### src/rtl/seg_scan_mux_pkg.sv
`default_nettype none
// ============================================================================
//  Module   : seg_scan_mux_pkg
//  Purpose  : Shared constants, types and helpers for the seven-segment
//             scan multiplexer.
//  Revision : 1.0  initial release
// ============================================================================
package seg_scan_mux_pkg;

  localparam int         DIGITS           = 4;
  localparam logic [6:0] SEG_OFF          = 7'h7F;
  localparam logic [3:0] AN_OFF           = 4'hF;
  localparam logic [6:0] ZERO_PAT_DEFAULT = 7'b1000000;

  // Digit slot currently being scanned; digit 3 is the most significant.
  typedef enum logic [1:0] {
    DIG_0 = 2'd0,
    DIG_1 = 2'd1,
    DIG_2 = 2'd2,
    DIG_3 = 2'd3
  } digit_e;

  // Leading-zero mask: a digit is suppressed only when it and every more
  // significant digit show zero. Digit 0 always stays visible.
  function automatic logic [DIGITS-1:0] lz_blank_mask(input logic [DIGITS-1:0] is_zero,
                                                      input logic              blz);
    logic [DIGITS-1:0] mask;
    mask    = '0;
    mask[3] = blz & is_zero[3];
    mask[2] = mask[3] & is_zero[2];
    mask[1] = mask[2] & is_zero[1];
    return mask;
  endfunction

  // Active-low one-cold anode enable for a digit slot.
  function automatic logic [DIGITS-1:0] anode_sel(input digit_e d);
    return ~(4'b0001 << d);
  endfunction

endpackage
`default_nettype wire

### src/rtl/seg_scan_mux_if.sv
`default_nettype none
// ============================================================================
//  Module   : seg_scan_mux_if
//  Purpose  : Digit-path inputs and display-bus outputs of the scan mux.
//             master = upstream digit path / display, slave = scan mux.
//  Revision : 1.0  initial release
// ============================================================================
interface seg_scan_mux_if;

  // Segment buses, bit i belongs to digit i, active-low
  logic [3:0] a;
  logic [3:0] b;
  logic [3:0] c;
  logic [3:0] d;
  logic [3:0] e;
  logic [3:0] f;
  logic [3:0] g;
  logic [3:0] dp;      // decimal point request, active-high
  logic       blz;     // leading-zero blanking enable
  logic [3:0] bright;  // lit phases per slot
  logic       blank;   // force display dark

  // Display side
  logic [6:0] seg_out; // {g,f,e,d,c,b,a}, active-low
  logic       dp_n;
  logic [3:0] an_n;
  logic       frame_start;

  modport master (
    output a, b, c, d, e, f, g, dp, blz, bright, blank,
    input  seg_out, dp_n, an_n, frame_start
  );

  modport slave (
    input  a, b, c, d, e, f, g, dp, blz, bright, blank,
    output seg_out, dp_n, an_n, frame_start
  );

endinterface
`default_nettype wire

### src/rtl/seg_scan_mux_scan_tick_gen.sv
`default_nettype none
// ============================================================================
//  Module   : scan_tick_gen
//  Purpose  : Refresh prescaler. Counts 0..REFRESH_DIV-1 and flags the last
//             count as a one-clock scan tick.
//  Revision : 1.0  initial release
// ============================================================================
module scan_tick_gen #(
  parameter int REFRESH_DIV = 1000
) (
  input  wire  clock,
  input  wire  reset_n,
  output logic tick
);

  localparam int             CNT_W    = (REFRESH_DIV > 2) ? $clog2(REFRESH_DIV) : 1;
  localparam logic [CNT_W-1:0] CNT_LAST = CNT_W'(REFRESH_DIV - 1);

  logic [CNT_W-1:0] cnt_q;
  logic [CNT_W-1:0] cnt_d;

  // Tick on the terminal count, then wrap to zero.
  always_comb begin
    tick  = (cnt_q == CNT_LAST);
    cnt_d = tick ? '0 : cnt_q + 1'b1;
  end

  // Prescaler register.
  always_ff @(posedge clock or negedge reset_n) begin
    if (!reset_n) begin
      cnt_q <= '0;
    end else begin
      cnt_q <= cnt_d;
    end
  end

endmodule
`default_nettype wire

### src/rtl/seg_scan_mux.sv
`default_nettype none
// ============================================================================
//  Module   : seg_scan_mux
//  Purpose  : Time-multiplexed 4-digit seven-segment driver with refresh
//             prescaling, frame-coherent snapshot, leading-zero blanking,
//             decimal points, per-slot dead time and PWM brightness.
//  Revision : 1.0  initial release
// ============================================================================
module seg_scan_mux
  import seg_scan_mux_pkg::*;
#(
  parameter int         REFRESH_DIV = 1000,
  parameter int         PHASES      = 16,
  parameter logic [6:0] ZERO_PAT    = ZERO_PAT_DEFAULT
) (
  input wire            clock,
  input wire            reset_n,
  seg_scan_mux_if.slave bus
);

  localparam int            PH_W    = (PHASES > 2) ? $clog2(PHASES) : 1;
  localparam int            CMP_W   = (PH_W > 4) ? PH_W : 4;
  localparam logic [PH_W-1:0] PH_LAST = PH_W'(PHASES - 1);

  logic tick;

  // Scan state
  logic [PH_W-1:0] phase_q, phase_d;
  digit_e          digit_q, digit_d;

  // Frame snapshot
  logic [6:0]        snap_pat_q [DIGITS];
  logic [6:0]        snap_pat_d [DIGITS];
  logic [DIGITS-1:0] snap_dp_q, snap_dp_d;
  logic [3:0]        snap_bright_q, snap_bright_d;
  logic              snap_blz_q, snap_blz_d;

  // Registered outputs
  logic [6:0]        seg_q, seg_d;
  logic              dp_n_q, dp_n_d;
  logic [DIGITS-1:0] an_n_q, an_n_d;
  logic              frame_start_q, frame_start_d;

  // Decode helpers
  logic [6:0]        in_pat [DIGITS];
  logic [DIGITS-1:0] is_zero;
  logic [DIGITS-1:0] blanked;
  logic              phase_last;
  logic              frame_wrap;
  logic              lit;

  scan_tick_gen #(
    .REFRESH_DIV (REFRESH_DIV)
  ) u_tick (
    .clock   (clock),
    .reset_n (reset_n),
    .tick    (tick)
  );

  // Regroup the per-segment buses into one pattern per digit.
  for (genvar i = 0; i < DIGITS; i++) begin : g_digit
    assign in_pat[i]  = {bus.g[i], bus.f[i], bus.e[i], bus.d[i],
                         bus.c[i], bus.b[i], bus.a[i]};
    assign is_zero[i] = (snap_pat_q[i] == ZERO_PAT);
  end

  // Phase/digit advance; the wrap out of digit 3 starts a new frame.
  always_comb begin
    phase_d    = phase_q;
    digit_d    = digit_q;
    phase_last = (phase_q == PH_LAST);
    frame_wrap = tick && phase_last && (digit_q == DIG_3);
    if (tick) begin
      if (phase_last) begin
        phase_d = '0;
        digit_d = digit_e'(digit_q + 2'd1);
      end else begin
        phase_d = phase_q + 1'b1;
      end
    end
  end

  // Capture the whole display state once per frame so a frame never tears.
  always_comb begin
    snap_pat_d    = snap_pat_q;
    snap_dp_d     = snap_dp_q;
    snap_bright_d = snap_bright_q;
    snap_blz_d    = snap_blz_q;
    if (frame_wrap) begin
      for (int i = 0; i < DIGITS; i++) begin
        snap_pat_d[i] = in_pat[i];
      end
      snap_dp_d     = bus.dp;
      snap_bright_d = bus.bright;
      snap_blz_d    = bus.blz;
    end
  end

  // Decide whether the current slot is lit and select the output values.
  always_comb begin
    blanked       = lz_blank_mask(is_zero, snap_blz_q);
    lit           = (phase_q != '0)
                 && (CMP_W'(phase_q) <= CMP_W'(snap_bright_q))
                 && !bus.blank
                 && !blanked[digit_q];
    seg_d         = SEG_OFF;
    an_n_d        = AN_OFF;
    dp_n_d        = 1'b1;
    frame_start_d = frame_wrap;
    if (lit) begin
      seg_d  = snap_pat_q[digit_q];
      an_n_d = anode_sel(digit_q);
      dp_n_d = ~snap_dp_q[digit_q];
    end
  end

  // State, snapshot and output registers.
  always_ff @(posedge clock or negedge reset_n) begin
    if (!reset_n) begin
      phase_q       <= '0;
      digit_q       <= DIG_0;
      for (int i = 0; i < DIGITS; i++) begin
        snap_pat_q[i] <= SEG_OFF;
      end
      snap_dp_q     <= '0;
      snap_bright_q <= '0;
      snap_blz_q    <= 1'b0;
      seg_q         <= SEG_OFF;
      dp_n_q        <= 1'b1;
      an_n_q        <= AN_OFF;
      frame_start_q <= 1'b0;
    end else begin
      phase_q       <= phase_d;
      digit_q       <= digit_d;
      snap_pat_q    <= snap_pat_d;
      snap_dp_q     <= snap_dp_d;
      snap_bright_q <= snap_bright_d;
      snap_blz_q    <= snap_blz_d;
      seg_q         <= seg_d;
      dp_n_q        <= dp_n_d;
      an_n_q        <= an_n_d;
      frame_start_q <= frame_start_d;
    end
  end

  assign bus.seg_out     = seg_q;
  assign bus.dp_n        = dp_n_q;
  assign bus.an_n        = an_n_q;
  assign bus.frame_start = frame_start_q;

endmodule
`default_nettype wire

### src/flat_wrapper.sv
// flat-port wrapper written by rule: the top's interface ports become plain ports
module seg_scan_mux_flat import seg_scan_mux_pkg::*;
#(
  parameter int         REFRESH_DIV = 1000,
  parameter int         PHASES      = 16,
  parameter logic [6:0] ZERO_PAT    = ZERO_PAT_DEFAULT
)
  (clock, reset_n, bus_a, bus_b, bus_c, bus_d, bus_e, bus_f, bus_g, bus_dp, bus_blz, bus_bright, bus_blank, bus_seg_out, bus_dp_n, bus_an_n, bus_frame_start);
  seg_scan_mux_if bus_i ();
  input wire clock;
  input wire reset_n;
  input wire logic [$bits(bus_i.a)-1:0] bus_a;
  input wire logic [$bits(bus_i.b)-1:0] bus_b;
  input wire logic [$bits(bus_i.c)-1:0] bus_c;
  input wire logic [$bits(bus_i.d)-1:0] bus_d;
  input wire logic [$bits(bus_i.e)-1:0] bus_e;
  input wire logic [$bits(bus_i.f)-1:0] bus_f;
  input wire logic [$bits(bus_i.g)-1:0] bus_g;
  input wire logic [$bits(bus_i.dp)-1:0] bus_dp;
  input wire logic [$bits(bus_i.blz)-1:0] bus_blz;
  input wire logic [$bits(bus_i.bright)-1:0] bus_bright;
  input wire logic [$bits(bus_i.blank)-1:0] bus_blank;
  output wire logic [$bits(bus_i.seg_out)-1:0] bus_seg_out;
  output wire logic [$bits(bus_i.dp_n)-1:0] bus_dp_n;
  output wire logic [$bits(bus_i.an_n)-1:0] bus_an_n;
  output wire logic [$bits(bus_i.frame_start)-1:0] bus_frame_start;
  assign bus_i.a = bus_a;
  assign bus_i.b = bus_b;
  assign bus_i.c = bus_c;
  assign bus_i.d = bus_d;
  assign bus_i.e = bus_e;
  assign bus_i.f = bus_f;
  assign bus_i.g = bus_g;
  assign bus_i.dp = bus_dp;
  assign bus_i.blz = bus_blz;
  assign bus_i.bright = bus_bright;
  assign bus_i.blank = bus_blank;
  assign bus_seg_out = bus_i.seg_out;
  assign bus_dp_n = bus_i.dp_n;
  assign bus_an_n = bus_i.an_n;
  assign bus_frame_start = bus_i.frame_start;
  seg_scan_mux #(.REFRESH_DIV(REFRESH_DIV), .PHASES(PHASES), .ZERO_PAT(ZERO_PAT)) u_core (.clock(clock), .reset_n(reset_n), .bus(bus_i));
endmodule
### config.mk
export PLATFORM = sky130hd
export DESIGN_NAME = seg_scan_mux_flat
export DESIGN_NICKNAME = d
export VERILOG_FILES = /design/src/rtl/seg_scan_mux_pkg.sv /design/src/rtl/seg_scan_mux_if.sv /design/src/rtl/seg_scan_mux_scan_tick_gen.sv /design/src/rtl/seg_scan_mux.sv /design/src/flat_wrapper.sv
export SDC_FILE = /design/constraint.sdc
export NUM_CORES = 1
export LEC_CHECK = 0
export CAP_MARGIN = 20
export CORE_ASPECT_RATIO = 1.2
export CORE_MARGIN = 2
export CORE_UTILIZATION = 47
export DETAILED_ROUTE_END_ITERATION = 7
export PLACE_DENSITY = 0.85
export SLEW_MARGIN = 20
export SYNTH_ARGS = -nofsm -noshare
export SYNTH_HDL_FRONTEND = slang
export SYNTH_SLANG_ARGS = --single-unit
### constraint.sdc
create_clock -name clock -period 1.8 [get_ports clock]
set_input_delay 0.36 -clock clock [delete_from_list [all_inputs] [get_ports clock]]
set_output_delay 0.36 -clock clock [all_outputs]
set_load 0.1 [all_outputs]
[Yosys cells after proc, flatten, opt, wreduce, memory -nomap -nowiden]
Index checks and enable logic that the tools add are counted.
Word-level totals
  register bits after elaboration: 66
  input bits: 40
  output and inout port bits: 13
  logic and storage cells: 54
Operators by class
  $add $sub $neg: 3
  $lt $le $gt $ge: 3
  eq/ne operators: 6
  shift operators: 1
  mux-type cells: 12
  bitwise operators: 6
  reduce and logical (&&, ||, !) cells: 9
Operators by type and width (number)
  $eq A7 B7 Y1 const B: 3
  $mux W7: 3
  $bmux W7 S2: 1
  $add A10 B1 Y10 const B: 1
  $eq A10 B10 Y1 const B: 1
  $mux W10: 1
  $mux W4: 2
  $logic_and A1 B1 Y1: 5
  $add A4 B1 Y4 const B: 1
  $bmux W1 S2: 2
  $eq A4 B4 Y1 const B: 1
  $le A4 B4 Y1: 1
  $not A4 Y4: 1
  $reduce_bool A4 Y1: 1
  $shl A1 B2 Y4 const A: 1
  $and A1 B1 Y1: 3
  $ge A3 B3 Y1 const B: 1
  $lt A2 B3 Y1 const B: 1
  $mux W1: 3
  $not A2 Y3: 1
  $add A2 B1 Y2 const B: 1
  $eq A2 B2 Y1 const B: 1
  $logic_not A1 Y1: 2
  $reduce_and A2 Y1: 1
  $not A1 Y1: 1

[Depth between registers and ports, before layout]
Gate-level depths: netlist of the first run.
  word-level depth: 9
  depth in mapped cells: 7
  gate-level depth less buffers: 6

[Modules after synthesis]
Synthesis of the first run repeated with hierarchy kept, for this count alone.
Second synthesis, totals
  cells, all modules: 223
  area total of the unflattened synthesis: 3190.6 µm²
By module, submodules not included
  seg_scan_mux: times used 1, cells an instance 180, area an instance 2707.6 µm²
  scan_tick_gen: times used 1, cells an instance 43, area an instance 483.0 µm²

[Worst setup path after synthesis of the first run]
No wires, ideal clock.
  path type: register to register
  from: register u_core.u_tick.cnt_q[0]
  to: register u_core.snap_blz_q
  data arrival time: 1.742 ns
  data required time: 1.673 ns
  slack: -0.070 ns
  stages on the path, launching flop included: 8
  buffers on the path: 2
  period minus slack after synthesis: 1.870 ns
  cells stage by stage: dfrtp_1 -> ha_1 -> nand3_2 -> nor4_4 -> and3_1 -> buf_6 -> buf_6 -> mux2_1
On the way
  word-level cells in the longest chain between the ends: 3
RTL lines
  from (decl): RTL line seg_scan_mux_scan_tick_gen.sv:19  | logic [CNT_W-1:0] cnt_q;
  from (signal assigned): RTL line seg_scan_mux_scan_tick_gen.sv:33  | cnt_q <= cnt_d;
  $eq A10 B10 Y1: RTL line seg_scan_mux_scan_tick_gen.sv:24  | tick = (cnt_q == CNT_LAST);
  $logic_and A1 B1 Y1 (2 in series): RTL line seg_scan_mux.sv:72  | frame_wrap = tick && phase_last && (digit_q == DIG_3);
  to (signal assigned): RTL line seg_scan_mux.sv:138  | snap_blz_q <= snap_blz_d;
  to (decl): RTL line seg_scan_mux.sv:36  | logic snap_blz_q, snap_blz_d;
No other way between the ends.
A chain may end at the register's enable or synchronous reset.

[Worst setup path in the final report of the first run]
  from: register u_core.u_tick.cnt_q[1]
  to: register u_core.snap_pat_q[20] (netlist name)
On the way
  word-level cells in the longest chain between the ends: 3
RTL lines
  $eq A10 B10 Y1: RTL line seg_scan_mux_scan_tick_gen.sv:24
  $logic_and A1 B1 Y1 (2 in series): RTL line seg_scan_mux.sv:72
  to (signal assigned): RTL line seg_scan_mux.sv:135  | snap_pat_q <= snap_pat_d;
  to (decl): RTL line seg_scan_mux.sv:32  | logic [6:0] snap_pat_q [DIGITS];
No other way between the ends.

==> impl_metrics.csv, run 1 <==
group,metric,value,unit
outcome,outcome,"finished, violations left",
outcome,violations,"setup timing",
clocking,postCtsHoldBufs,0,
placed_design,dp_cells,364,
finish,syn_to_final_growth,41.9,%
timing,fmax,0.536,GHz
placed_design,port_buffers,52,
placed_design,gp_congestion,0.792,
finish,drive_above_1_share,45.2,%
placed_design,dp.final_hpwl,4240,microns
clocking,h-tree-depth,3,
synthesis,syn_nets,272,
finish,antenna_cells,0,
min_path,min_path_type,"in2async",
synthesis,yosys_warnings,0,
floorplanning,initial_core_util,48.0,%
grt,grt_remaining_overflow,0,
synthesis,synth_cell_types,39,
worst_setup_path,setup.worst_path.start_class,"register",
timing,setup_viol,20,
timing,fin_crit,1.86,ns
worst_setup_path,end_kind,"register",
worst_setup_path,cp.arrival,2.14,ns
floorplanning,num_io_pins,53,
clocking,cts.sinks,66,
finish,register_area,1700,sq um
detailed_routing,drt-initial-drc-count,97,
timing,hold_violations,0,
synthesis,synth_flop_cell,"dfstp_2",
detailed_routing,num_vias,2074,
detailed_routing,via_per_inst,5.37,
timing,setup-tns-final,-0.610,ns
finish,layout.nets,347,
detailed_routing,detail_route.wl_per_cell,17.3,microns
synthesis,synth.avg_cell_area,13.7,sq um
timing,tightest_slew,0.411,ns
synthesis,yosys.area.top_type_share,34.6,%
floorplanning,die_w,77.4,microns
synthesis,yosys.area.top_type,"dfstp_2",
clocking,cts_tree,"yes",
worst_setup_path,worstPathMaxFanout,19,
grt,grt_usage,18.7,%
timing,fin_ws,-0.0644,ns
synthesis,ys_top_cells_by_area,"dfstp_2 35%, dfrtp_1 21%, mux2_1 7.0%",
grt,first_global_vias,2093,
floorplanning,fp.dieH,92.1,microns
grt,grt_max_degree,67,
timing,finClkSkew,0.0123,ns
power_and_ir_drop,ir_worst_vdd,0.599,mV
floorplanning,rows,32,
detailed_routing,wl,6660,microns
synthesis,yosysSeqAreaShare,56.0,%
grt,antenna_found_initial,0,
finish,fill_cells,466,
clocking,worstSkewPairLatency,0.36,ns
synthesis,synth.ff_latch_count,66,
worst_setup_path,path_class,"reg2reg",
detailed_routing,drt_pass1_iterations,4,
timing,slew_headroom,72.2,%
detailed_routing,drc,0,
power_and_ir_drop,powerDensity,710,nW/um^2
floorplanning,dieArea,7130,sq um
grt,grt_pass1_wl,10000,microns
clocking,cts_buffer_depth,2,
clocking,clk_pin_slew,0.07,ns
finish,multiInputGateArea,1350,sq um
synthesis,syn_area,3040,sq um
finish,fin_util,68.2,%
floorplanning,core,6330,sq um
worst_setup_path,crit_required,2.07,ns
detailed_routing,ant_nets,0,
clocking,numCtsBuffers,9,
flow_run,cap_violations,0,
timing,hold_slack,0.0225,ns
clocking,cts-root-buf,"clkbuf_8",
power_and_ir_drop,p_total,0.00306,W
synthesis,synth_cells,221,
finish,layout.cells.non_filler,386,
timing,finalMaxSlewViolations,0,
synthesis,synth_edf_count,0,
timing,rsz0062_at_grt,"yes",
timing,finalCritPeriodShare,104,%
synthesis,async_flop_share,100,%
power_and_ir_drop,leakagePower,1.79,nW
==> cell type report <==
| class | instances | share of cell area (%) |
|---|---|---|
| repair buffers | 74 | 20.1 |
| clock inverters | 4 | 1.22 |
| multi-input cells | 133 | 31.3 |
| clock buffers | 12 | 4.35 |
| inverters | 12 | 1.04 |
| well taps | 85 | 2.47 |
| flip-flops and latches | 66 | 39.5 |
==> path summary, 6_finish.rpt <==
| path | to | cells past startpoint | slack (ns) | startpoint |
|---|---|---|---|---|
| min in group clock | u_core.snap_bright_q[1] | 1 | 0.49 | u_core.snap_bright_q[1] |
| worst min register to register | u_core.snap_bright_q[1] | 1 | 0.49 | u_core.snap_bright_q[1] |
| max in group asynchronous | u_core.snap_pat_q[4] | 2 | 1.47 | reset_n |
| worst max register to register | u_core.snap_pat_q[20] | 6 | -0.06 | u_core.u_tick.cnt_q[1] |
| worst min-delay path | u_core.u_tick.cnt_q[8] | 2 | 0.02 | reset_n |
| worst max-delay path | u_core.snap_pat_q[20] | 6 | -0.06 | u_core.u_tick.cnt_q[1] |
==> state kept, by name, summed over array words and instances (netlist names) <==
name and cells:
u_core.snap_pat_q 28, u_core.u_tick.cnt_q 10, u_core.bus.seg_out 7, u_core.bus.an_n 4, u_core.phase_q 4, u_core.snap_bright_q 4, u_core.snap_dp_q 4, u_core.digit_q 2
u_core.bus.dp_n 1, u_core.bus.frame_start 1, u_core.snap_blz_q 1
==> worst max-delay path, cell delays in order (launching register included) <==
cell       delay (ns)
dfrtp_1          0.40
ha_4             0.17
nand3_4          0.09
nor4_4           0.25
and3_4           0.30
clkbuf_16        0.21
mux2_1           0.36
==> power breakdown <==
part	total, W	switching [W]	internal (W)
clock	0.00145	0.000604	0.000849
combinational	0.000120	0.0000422	0.0000781
sequential	0.00149	0	0.00149
total	0.00306	0.000646	0.00241
==> cells by family after synthesis <==
| group | after synthesis | share of synthesized area (%) |
|---|---|---|
| simple gates | 56 | 11.0 |
| flops | 66 | 56.0 |
| buf+inv | 22 | 3.67 |
| mux | 46 | 20.0 |
| xor+xnor | 7 | 2.02 |
| compound gates | 13 | 2.80 |
| fa+ha+maj | 11 | 4.53 |
==> through the flow <==
| step | setup WS, ns | cell area, sq um |
|---|---|---|
| after floorplan | 0.0353 | 3050 |
| after global placement | 0.0458 | 3880 |
| after detailed placement | -0.0578 | 3880 |
| after CTS | -0.00557 | 4140 |
| after global routing | -0.127 | 4310 |
| final | -0.0644 | 4310 |
==> Yosys cell counts (3+ instances only) <==
cell      number
or3_1          3
mux2_2        18
nor2_1         7
nor4b_1        3
ha_1          11
a21oi_1        4
xnor2_1        6
inv_1         12
mux2_1        19
dfrtp_1       26
nand4_1        5
nand2_1        4
nand3_1       16
buf_6          3
dfstp_2       40
mux4_2         8
o21ai_0        4
and3_1         4
clkbuf_1       4
==> layer usage <==
layer  global-route usage [%]  up-vias  routed length, microns
met5                        0        -                       0
met4                     11.5        0                     182
met3                     4.04       18                     271
met2                     31.8       50                    3460
met1                     21.4     1059                    2750
li1                         -      947                       -
==> repair_timing <==
action,CTS,global route
setup endpoints to repair,20,50
hold endpoints to repair,0,0
gates resized for setup,4,22
pin swaps,1,2
gates cloned,0,3
buffers inserted,0,3
==> cell usage in the layout (no fill, tap or decap), types with 10 or more instances in the layout <==
cell / count
dfstp_2: 40
clkdlybuf4s50_1: 38
dfrtp_1: 26
mux2_4: 17
buf_4: 17
nand3_1: 16
buf_12: 15
inv_1: 12
mux2_1: 10
mux2_2: 10
clkbuf_8: 10
Power figures use the tool's default switching activity.
==> run 2, diff against run 1 <==
- TNS_END_PERCENT: unset -> 30
==> impl_metrics.csv, run 2 (synthesis results as in run 1) <==
group,metric,value,unit
outcome,outcome,"finished, violations left",
outcome,violations,"setup timing",
timing,setup_viol,19,
clocking,h-tree-depth,3,
finish,layout.cells.non_filler,386,
worst_setup_path,crit_required,2.07,ns
detailed_routing,wl,6670,microns
timing,setup-tns-final,-0.538,ns
finish,layout.nets,347,
detailed_routing,drc,0,
timing,finalCritPeriodShare,103,%
placed_design,dp_cells,364,
power_and_ir_drop,powerDensity,709,nW/um^2
clocking,worstSkewPairLatency,0.36,ns
finish,top_register,"u_core.snap_pat_q",
timing,hold_slack,0.0227,ns
grt,grt_pass1_wl,10000,microns
worst_setup_path,end_kind,"register",
finish,final_cell_mix,"40 x dfstp_2, 38 x clkdlybuf4s50_1, 26 x dfrtp_1",
finish,drive_above_1_share,45.2,%
flow_run,cap_violations,0,
finish,largest_reg_flops,28,
finish,final_common_cell,"dfstp_2",
worst_setup_path,path_class,"reg2reg",
worst_setup_path,r2r_end,"u_core.snap_pat_q[20]",
detailed_routing,via_per_inst,5.36,
grt,grt_usage,18.7,%
timing,tightest_slew,0.414,ns
finish,register_area,1700,sq um
detailed_routing,detail_route.wl_per_cell,17.3,microns
worst_setup_path,worstPathMaxFanout,19,
timing,hold_violations,0,
finish,final_area,4320,sq um
timing,finClkSkew,0.0125,ns
finish,syn_to_final_growth,42.1,%
placed_design,gp_congestion,0.792,
timing,fin_crit,1.86,ns
floorplanning,core,6330,sq um
timing,fin_ws,-0.0610,ns
worst_setup_path,cp.arrival,2.13,ns
grt,grt_max_degree,67,
clocking,cts-root-buf,"clkbuf_8",
timing,finalMaxSlewViolations,0,
worst_setup_path,r2r_setup_slack,-0.06,ns
worst_setup_path,r2r_start,"u_core.u_tick.cnt_q[1]",
finish,fill_cells,466,
finish,multiInputGateArea,1350,sq um
clocking,cts_tree,"yes",
placed_design,dp.final_hpwl,4240,microns
min_path,min_path_type,"in2async",
floorplanning,dieArea,7130,sq um
floorplanning,die_w,77.4,microns
power_and_ir_drop,leakagePower,1.79,nW
timing,rsz0062_at_grt,"yes",
grt,antenna_found_initial,0,
detailed_routing,num_vias,2069,
worst_setup_path,r2r_cells,6,
timing,fmax,0.537,GHz
detailed_routing,ant_nets,0,
clocking,cts.sinks,66,
floorplanning,fp.dieH,92.1,microns
finish,antenna_cells,0,
floorplanning,initial_core_util,48.0,%
timing,slew_headroom,72.0,%
placed_design,place_area,3880,sq um
floorplanning,rows,32,
clocking,numCtsBuffers,9,
detailed_routing,drt-initial-drc-count,103,
clocking,cts_buffer_depth,2,
clocking,clk_pin_slew,0.07,ns
power_and_ir_drop,ir_worst_vdd,0.597,mV
placed_design,port_buffers,52,
floorplanning,num_io_pins,53,
grt,first_global_vias,2091,
detailed_routing,drt_pass1_iterations,4,
placed_design,dp_slack,-0.0578,ns
grt,grt_remaining_overflow,0,
worst_setup_path,setup.worst_path.start_class,"register",
## run 2: changes by cell type in the layout (fill, tap and decap cells not counted)
cell,before,now
mux2_2,10,9
mux2_4,17,18
## run 2: layout make-up
| class | count | area share (%) |
|---|---|---|
| clock buffer | 12 | 4.35 |
| clock inverter | 4 | 1.22 |
| inverter | 12 | 1.04 |
| multi-input combinational | 133 | 31.4 |
| sequential | 66 | 39.4 |
| tap | 85 | 2.46 |
| timing repair buffer | 74 | 20.1 |
## run 2: repair_timing
item / 4_1_cts / 5_1_grt
hold buffers: 0 / 0
setup endpoints to repair: 20 / 50
cloned: 0 / 3
resized for setup: 4 / 23
setup buffers: 0 / 3
pin swaps: 1 / 2
hold endpoints to repair: 0 / 0
## run 2: how the worst max path moves through the flow
stage | slack, ns | endpoint | depth (start not counted) | from
after floorplan | 0.04 | u_core.snap_blz_q | 6 | u_core.u_tick.cnt_q[7]
after global routing | -0.13 | u_core.snap_pat_q[20] | 6 | u_core.u_tick.cnt_q[1]
after CTS | -0.006 | u_core.snap_dp_q[0] | 6 | u_core.u_tick.cnt_q[1]
after global placement | 0.05 | u_core.bus.seg_out[5] | 4 | u_core.snap_pat_q[13]
after detailed placement | -0.06 | u_core.bus.seg_out[3] | 4 | u_core.snap_pat_q[13]
final | -0.06 | u_core.snap_pat_q[20] | 6 | u_core.u_tick.cnt_q[1]
## run 2: where the power goes
part | switching (W) | internal [W]
logic | 0.0000424 | 0.0000781
clock network | 0.000602 | 0.000849
registers | 0 | 0.00149
total | 0.000645 | 0.00241
## run 2: worst max-delay path, cell delays in order (launching register included)
cell and delay [ns]:
dfrtp_1 0.40, ha_4 0.17, nand3_4 0.09, nor4_4 0.25, and3_4 0.30, clkbuf_16 0.21, mux2_1 0.36
## run 2: through the flow
stage	total power [W]	utilization, %
3_5_place_dp	0.00163	61.4
6_report	0.00306	68.2
3_3_place_gp	0.00163	61.4
4_1_cts	0.00308	65.5
2_1_floorplan	0.00151	-
5_1_grt	0.00315	68.2
## run 2: metal layers
| metal | share of wire [%] | GRT usage, % | wire (microns) | vias up |
|---|---|---|---|---|
| li1 | - | - | - | 944 |
| met1 | 41 | 21.3 | 2720 | 1058 |
| met2 | 52 | 31.8 | 3500 | 54 |
| met3 | 4.4 | 4.04 | 291 | 13 |
| met4 | 2.4 | 11.5 | 159 | 0 |
| met5 | 0 | 0 | 0 | - |
==> run 3, diff against run 2 <==
- REMOVE_ABC_BUFFERS: unset -> 1
- TNS_END_PERCENT: 30 -> 10
==> impl_metrics.csv, run 3 (synthesis results as in run 1) <==
group,metric,value,unit
outcome,outcome,"finished, violations left",
outcome,violations,"setup timing",
timing,rsz0062_at_grt,"yes",
worst_setup_path,worstPathMaxFanout,14,
timing,hold_violations,0,
timing,slew_headroom,62.4,%
clocking,cts_tree,"yes",
timing,finalCritPeriodShare,102,%
clocking,cts.sinks,66,
timing,setup_viol,27,
timing,finClkSkew,0.00578,ns
floorplanning,die_w,77.4,microns
timing,fin_crit,1.83,ns
detailed_routing,detail_route.wl_per_cell,18.4,microns
power_and_ir_drop,leakagePower,1.78,nW
power_and_ir_drop,powerDensity,644,nW/um^2
floorplanning,dieArea,7130,sq um
placed_design,dp_slack,-0.211,ns
worst_setup_path,r2r_setup_slack,-0.03,ns
worst_setup_path,crit_required,2.03,ns
worst_setup_path,max_stage_delay,0.36,ns
min_path,min_path_type,"reg2reg",
timing,fin_ws,-0.0344,ns
detailed_routing,ant_nets,0,
placed_design,port_buffers,52,
finish,layout.nets,349,
timing,finalMaxSlewViolations,0,
finish,syn_to_final_growth,41.2,%
finish,largest_reg_flops,28,
floorplanning,num_io_pins,53,
timing,setup-tns-final,-0.391,ns
timing,fmax,0.545,GHz
detailed_routing,drt_pass1_iterations,4,
grt,first_global_vias,2306,
clocking,cts-root-buf,"clkbuf_8",
timing,tightest_slew,0.564,ns
detailed_routing,wl,7120,microns
placed_design,dp.final_hpwl,4620,microns
grt,grt_pass1_wl,10800,microns
finish,antenna_cells,0,
grt,grt_remaining_overflow,0,
clocking,h-tree-depth,3,
grt,grt_max_degree,26,
clocking,numCtsBuffers,9,
worst_setup_path,end_kind,"register",
placed_design,gp_congestion,0.826,
grt,grt_usage,20.0,%
worst_setup_path,setup.worst_path.start_class,"register",
clocking,clk_pin_slew,0.07,ns
finish,top_register,"u_core.snap_pat_q",
worst_setup_path,cp.arrival,2.06,ns
floorplanning,core,6330,sq um
worst_setup_path,path_class,"reg2reg",
clocking,cts_buffer_depth,2,
detailed_routing,via_per_inst,5.47,
detailed_routing,drc,0,
worst_setup_path,crit_slowest_cell,"dfrtp_1",
floorplanning,fp.dieH,92.1,microns
floorplanning,initial_core_util,48.0,%
floorplanning,rows,32,
grt,antenna_found_initial,0,
worst_setup_path,crit_family,"simple AND/OR/NAND/NOR gates",
detailed_routing,num_vias,2122,
finish,drive_above_1_share,45.2,%
detailed_routing,drt-initial-drc-count,105,
worst_setup_path,cp_num_buf_inv,1,
power_and_ir_drop,ir_worst_vdd,0.638,mV
flow_run,cap_violations,0,
finish,final_common_cell,"dfstp_2",
worst_setup_path,path_cells,"nand4_1, nor4_4, and3_4, buf_12, mux2_1",
finish,final_cell_mix,"40 x dfstp_2, 38 x clkdlybuf4s50_1, 26 x dfrtp_1",
clocking,worstSkewPairLatency,0.35,ns
==> run 3: changes by cell type in the layout (fill, tap and decap cells not counted), moves of 2 or more <==
cell | before | now
clkbuf_8 | 10 | 12
clkbuf_1 | 0 | 2
ha_4 | 2 | 0
clkinv_2 | 0 | 2
buf_12 | 15 | 17
mux2_2 | 9 | 5
mux2_1 | 10 | 8
clkbuf_16 | 4 | 1
mux2_4 | 18 | 24
==> run 3: report_power, final <==
group | internal, W | switching (W)
clock | 0.000609 | 0.000537
combinational | 0.0000838 | 0.0000456
sequential | 0.00149 | 0
==> run 3: layout make-up <==
cell class              instances  area, sq um
clock inverters                 2         10.0
well taps                      85          106
inverters                      12         45.0
clock buffers                  14          173
fillers                       435         2040
repair buffers                 76          896
flip-flops and latches         66         1700
multi-input cells             133         1360
==> run 3: final timing paths <==
kind                       cells past startpoint                       to                     from
max reg2reg                                    5      u_core.snap_dp_q[1]   u_core.u_tick.cnt_q[9]
max                                            5      u_core.snap_dp_q[1]   u_core.u_tick.cnt_q[9]
max in group asynchronous                      3    u_core.snap_pat_q[13]                  reset_n
min in group asynchronous                      2   u_core.u_tick.cnt_q[4]                  reset_n
min                                            1  u_core.snap_bright_q[3]  u_core.snap_bright_q[3]
min reg2reg                                    1  u_core.snap_bright_q[3]  u_core.snap_bright_q[3]
==> run 3: layer usage <==
layer / vias to the layer above / GRT usage, % / share of wire [%]
li1: 946 / - / -
met1: 1090 / 22.1 / 37
met2: 67 / 34.5 / 56
met3: 19 / 5.31 / 4.0
met4: 0 / 11.5 / 2.7
met5: - / 0 / 0
==> run 3: stage by stage <==
stage / power, W / instances / util, % / instance area, sq um / hold WS (ns)
2_1_floorplan: 0.00151 / 211 / - / 2970 / 0.0644
3_3_place_gp: 0.00164 / 367 / 61.7 / 3900 / 0.367
3_5_place_dp: 0.00164 / 367 / 61.7 / 3900 / 0.375
4_1_cts: 0.00278 / 384 / 65.2 / 4130 / 0.499
5_1_grt: 0.00286 / 388 / 67.8 / 4290 / 0.514
6_report: 0.00276 / 388 / 67.8 / 4290 / 0.493
==> run 3: repair_timing <==
| action | 4_1_cts | 5_1_grt |
|---|---|---|
| pin swaps | 0 | 3 |
| hold buffers | 1 | 0 |
| resized for setup | 6 | 29 |
| setup buffers | 0 | 3 |
| cloned | 0 | 1 |
| setup endpoints to repair | 26 | 50 |
| hold endpoints to repair | 7 | 0 |
==> edit 1 (settings of run 1) <==
Make the reset (`reset_n`) synchronous in 2 clocked blocks.
--- a/src/rtl/seg_scan_mux_scan_tick_gen.sv
+++ b/src/rtl/seg_scan_mux_scan_tick_gen.sv
@@ -26,7 +26,7 @@
   end
 
   // Prescaler register.
-  always_ff @(posedge clock or negedge reset_n) begin
+  always_ff @(posedge clock) begin
     if (!reset_n) begin
       cnt_q <= '0;
     end else begin
--- a/src/rtl/seg_scan_mux.sv
+++ b/src/rtl/seg_scan_mux.sv
@@ -115,7 +115,7 @@
   end
 
   // State, snapshot and output registers.
-  always_ff @(posedge clock or negedge reset_n) begin
+  always_ff @(posedge clock) begin
     if (!reset_n) begin
       phase_q       <= '0;
       digit_q       <= DIG_0;
Formal check against the unedited RTL: same outputs for any inputs over 10 cycles, from zero or initial values and one cycle with reset_n low; that may be too few to reach the edited logic, so the function may still have changed.
==> edit 1 against run 1 <==
Total power down 2.9%. Core utilization decreased by 0.83 points. Maximum frequency is 6.2% higher. Routed wire length up 11%. Sequential cell count stayed put. Cell count is 24% higher. Setup slack improved by 0.11 ns. Cell area decreased by 6.7%. Count of clock-buffer cells in the layout is 2 lower. Synthesized area down 5.0%. First-iteration DRC count up 80%. Clock skew is essentially flat. Critical path type unchanged. Largest power group unchanged.
==> edit 1: results (changes against run 1) <==
metric;value;unit;change
synth_common_cells;87 x nand2_1, 66 x dfxtp_1, 38 x nand3_1;;was 40 x dfstp_2, 26 x dfrtp_1, 19 x mux2_1
synth_warnings;0;;unchanged
placed_cell_area;3680;µm²;was 3880 µm²
grt_pass1_wl;11.3;mm;was 10.0 mm
status;completed;;was finished with violations
largest_register;u_core.snap_pat_q;;unchanged
async_reset_ff_share;0;%;was 100%
synth_fp_nets;372;;was 272
max_slew.worst_pin.slew;0.605;ns;was 0.411 ns
viasPerCell;5.42;;was 5.37
dp.cells;456;;was 364
power.leakage;1.63;nW;was 1.79 nW
synth_compound_area_share;5.33;%;was 2.80%
grt_max_degree;38;;was 67
routed-wl-met3;428;µm;was 271 µm
final_cells;477;;was 386
n_fill_cell;437;;was 466
max-vdd-ir-drop;641;µV;was 599 µV
diodes;0;;unchanged
synth_xor_area_share;2.12;%;was 2.02%
first_pass_iters;5;;was 4
avgSynthCellArea;8.99;µm²;was 13.7 µm²
antenna_found_initial;0;;unchanged
ys_seq_area_share;45.8;%;was 56.0%
drive_above_1_share;19.0;%;was 45.2%
h-tree-depth;3;;unchanged
cp.arrival;2.04;ns;was 2.14 ns
synth_area_leaders;dfxtp_1 46%, nand2_1 11%, nand3_1 6.6%;;was dfstp_2 35%, dfrtp_1 21%, mux2_1 7.0%
drt-wirelength-per-cell;15.5;µm;was 17.3 µm
synth_cell_types;46;;was 39
gp_congestion;0.805;;was 0.792
io_buffer_count;52;;unchanged
fin_worst_skew;0.0124;ns;was 0.0123 ns
wl_met2;3.74;mm;was 3.46 mm
clkTransAtPathRegs;0.08;ns;
synth-main-ff-cell;dfxtp_1;;was dfstp_2
first_global_vias;2530;;was 2093
synthMuxAreaShare;7.29;%;was 20.0%
root_buffer;clkbuf_8;;unchanged
clk_path_buf_depth;2;;unchanged
slew_viol_final;0;;unchanged
drt_iter0_markers;175;;was 97
largest_reg_flops;28;;unchanged
synth_fa_ha_area_share;4.77;%;was 4.53%
highest_layer;met4;;unchanged
dp_hpwl;4.76;mm;was 4.24 mm
cp_max_fo;6;;was 19
fin_nets;441;;was 347
numCtsBuffers;9;;unchanged
insertion_delay;0.35;ns;
drt-met1-wl;2.99;mm;was 2.75 mm
netSwitchingFraction;21.3;%;was 21.1%
hold_path.class;flop to flop;;was primary input to asynchronous set/reset pin
grt_usage;21.8;%;was 18.7%
## edit 1: cell count changes after synthesis, moves of 3 or more
cell	before	now
a21oi_1	4	12
buf_2	2	5
buf_8	0	3
dfrtp_1	26	0
dfstp_2	40	0
dfxtp_1	0	66
inv_1	12	9
mux2_1	19	0
mux2_2	18	0
nand2_1	4	87
nand3_1	16	38
nor2_1	7	20
## edit 1: final timing paths
path                                              from                                   end  slack [ns]  cells past startpoint
hold / removal    u_core.snap_bright_q[1]$_SDFFE_PN0P_  u_core.snap_bright_q[1]$_SDFFE_PN0P_        0.46                      2
setup reg to reg     u_core.snap_pat_q[0]$_SDFFE_PN1P_         u_core.bus.an_n[0]$_SDFF_PN1_        0.04                      5
setup / recovery     u_core.snap_pat_q[0]$_SDFFE_PN1P_         u_core.bus.an_n[0]$_SDFF_PN1_        0.04                      5
hold reg to reg   u_core.snap_bright_q[1]$_SDFFE_PN0P_  u_core.snap_bright_q[1]$_SDFFE_PN0P_        0.46                      2
## edit 1: cell type report
| cell class | instances | area [µm²] | area share [%] |
|---|---|---|---|
| Clock buffer | 10 | 128 | 3.17 |
| Clock inverter | 6 | 90.1 | 2.24 |
| Inverter | 10 | 37.5 | 0.933 |
| Multi-Input combinational cell | 230 | 1480 | 36.8 |
| Sequential cell | 66 | 1320 | 32.9 |
| Tap cell | 82 | 103 | 2.55 |
| Timing Repair Buffer | 73 | 858 | 21.3 |
## edit 1: cell families (layout without fill, tap and decap cells)
group / after synthesis / in the layout
compound gates: 24 / 25
fa+ha+maj: 11 / 11
flops: 66 / 66
mux: 11 / 11
simple gates: 176 / 176
xor+xnor: 7 / 7
buf+inv: 26 / 99
## edit 1: critical path: stages (launching register included)
cell,delay [ns]
dfxtp_1,0.35
or4_1,0.62
nor4_4,0.25
buf_4,0.18
a32oi_2,0.17
nand3_1,0.13
## edit 1: what timing repair did
action	4_1_cts	5_1_grt
setup endpoints to repair	29	49
gates cloned	1	1
pin swaps	1	2
buffers inserted	0	3
gates resized for setup	5	10
## edit 1: per-stage QoR
step	TNS [ns]	worst slack [ns]	hold slack [ns]
2_1_floorplan	0	0.0142	0.418
3_3_place_gp	-0.183	-0.0377	0.436
3_5_place_dp	-0.831	-0.107	0.448
4_1_cts	0	0.00651	0.456
5_1_grt	-0.204	-0.0350	0.479
6_report	0	0.0436	0.455
## edit 1: power by group through the flow
stage	logic (mW)	registers [mW]	clock network [mW]
global route	0.142	1.47	1.43
CTS	0.131	1.47	1.38
global placement	0.128	1.50	0
finish	0.133	1.47	1.37
detailed placement	0.129	1.50	0
floorplan	0.0290	1.50	0
## edit 1: metal layers
layer  vias up  GRT usage, %
li1       1248             -
met1      1209          26.6
met2       105          36.0
met3        23          4.60
met4         0          9.65
met5         -             0
==> edit 2 (config.mk and constraints of run 1) <==
Without the edit above. `REFRESH_DIV` is set to 1000 in 3 places; all go to 250.
--- a/src/rtl/seg_scan_mux_scan_tick_gen.sv
+++ b/src/rtl/seg_scan_mux_scan_tick_gen.sv
@@ -6,7 +6,7 @@
 //  Revision : 1.0  initial release
 // ============================================================================
 module scan_tick_gen #(
-  parameter int REFRESH_DIV = 1000
+  parameter int REFRESH_DIV = 250
 ) (
   input  wire  clock,
   input  wire  reset_n,
--- a/src/rtl/seg_scan_mux.sv
+++ b/src/rtl/seg_scan_mux.sv
@@ -9,7 +9,7 @@
 module seg_scan_mux
   import seg_scan_mux_pkg::*;
 #(
-  parameter int         REFRESH_DIV = 1000,
+  parameter int         REFRESH_DIV = 250,
   parameter int         PHASES      = 16,
   parameter logic [6:0] ZERO_PAT    = ZERO_PAT_DEFAULT
 ) (
--- a/src/flat_wrapper.sv
+++ b/src/flat_wrapper.sv
@@ -1,7 +1,7 @@
 // flat-port wrapper written by rule: the top's interface ports become plain ports
 module seg_scan_mux_flat import seg_scan_mux_pkg::*;
 #(
-  parameter int         REFRESH_DIV = 1000,
+  parameter int         REFRESH_DIV = 250,
   parameter int         PHASES      = 16,
   parameter logic [6:0] ZERO_PAT    = ZERO_PAT_DEFAULT
 )
Formal check against the unedited RTL: same outputs for any inputs over 10 cycles, from zero or initial values and one cycle with reset_n low; that may be too few to reach the edited logic, so the function may still have changed.
==> edit 2 against run 1 <==
The run still ends with setup timing left. Setup slack gained 0.016 ns. Sequential cell count is 2 lower. Die area decreased by 0.43%. Cell area down 3.0%. Routed wire length shrank 4.9%. Synthesized area down 0.45%. Total power decreased by 9.9%. Non-clock buffer count is the same.
==> edit 2: results (changes against run 1) <==
metric;value;unit;change
synth_compound_area_share;3.43;%;was 2.80%
status;finished with violations;;unchanged
ys_seq_area_share;54.6;%;was 56.0%
hold_buffers;1;;was 0
synth_fp_nets;265;;was 272
gp_congestion;0.747;;was 0.792
drive_above_1_share;50.0;%;was 45.2%
synth_common_cells;40 x dfstp_2, 24 x dfrtp_1, 19 x mux2_4;;was 40 x dfstp_2, 26 x dfrtp_1, 19 x mux2_1
setup_violations;31;;was 20
syn_inst;213;;was 221
place_ws;-0.0188;ns;was -0.0578 ns
max-vdd-ir-drop;508;µV;was 599 µV
vias;2013;;was 2074
synth_cell_types;40;;was 39
synth_fa_ha_area_share;4.96;%;was 4.53%
placed_cell_area;3840;µm²;was 3880 µm²
power.leakage;1.74;nW;was 1.79 nW
dp.cells;357;;was 364
grt_usage;19.2;%;was 18.7%
fin_worst_skew;0.00924;ns;was 0.0123 ns
violations;setup timing;;unchanged
viasPerCell;5.31;;was 5.37
setup_slack;-0.0485;ns;was -0.0644 ns
dp_hpwl;4.52;mm;was 4.24 mm
cts_resized;2;;was 4
grt_pass1_wl;10.4;mm;was 10.0 mm
drt_iter0_markers;154;;was 97
[edit 2: cell types whose count changed in the layout (fill, tap and decap cells not counted), sizes merged, moves of 3 or more]
cell          run 1  this run
inv              13         8
nand4             5         2
nand3            17         8
nand2             4        13
o21ai             4         7
xnor2             6         3
nor3              2         6
[edit 2: worst paths after layout]
check                                            startpoint                                end  slack, ns  depth (start not counted)
min                                                 reset_n      u_core.snap_blz_q$_DFFE_PN0P_       0.40                          2
max reg2reg                u_core.u_tick.cnt_q[1]$_DFF_PN0_      u_core.snap_blz_q$_DFFE_PN0P_      -0.05                          7
min reg2reg                u_core.u_tick.cnt_q[6]$_DFF_PN0_   u_core.u_tick.cnt_q[6]$_DFF_PN0_       0.49                          1
min in group clock         u_core.u_tick.cnt_q[6]$_DFF_PN0_   u_core.u_tick.cnt_q[6]$_DFF_PN0_       0.49                          1
max in group asynchronous                           reset_n  u_core.snap_pat_q[19]$_DFFE_PN1P_       0.75                          3
max                        u_core.u_tick.cnt_q[1]$_DFF_PN0_      u_core.snap_blz_q$_DFFE_PN0P_      -0.05                          7
[edit 2: power breakdown]
part / leakage (nW) / internal [mW] / switching [mW]
clock: 0.0925 / 0.669 / 0.527
sequential: 0.734 / 1.44 / 0
combinational: 0.912 / 0.0781 / 0.0413
[edit 2: layout make-up]
class / count / area, µm²
Clock buffer: 12 / 145
Inverter: 8 / 30.0
Multi-Input combinational cell: 133 / 1360
Sequential cell: 64 / 1650
Tap cell: 85 / 106
Clock inverter: 3 / 42.5
Timing Repair Buffer: 74 / 842
Fill cell: 449 / 2140
[edit 2: metal layers]
layer | global-route usage [%] | vias to the layer above | wire, µm
li1 | - | 924 | -
met1 | 24.5 | 993 | 2620
met2 | 31.2 | 77 | 3250
met3 | 3.35 | 19 | 260
met4 | 10.6 | 0 | 201
met5 | 0 | - | 0
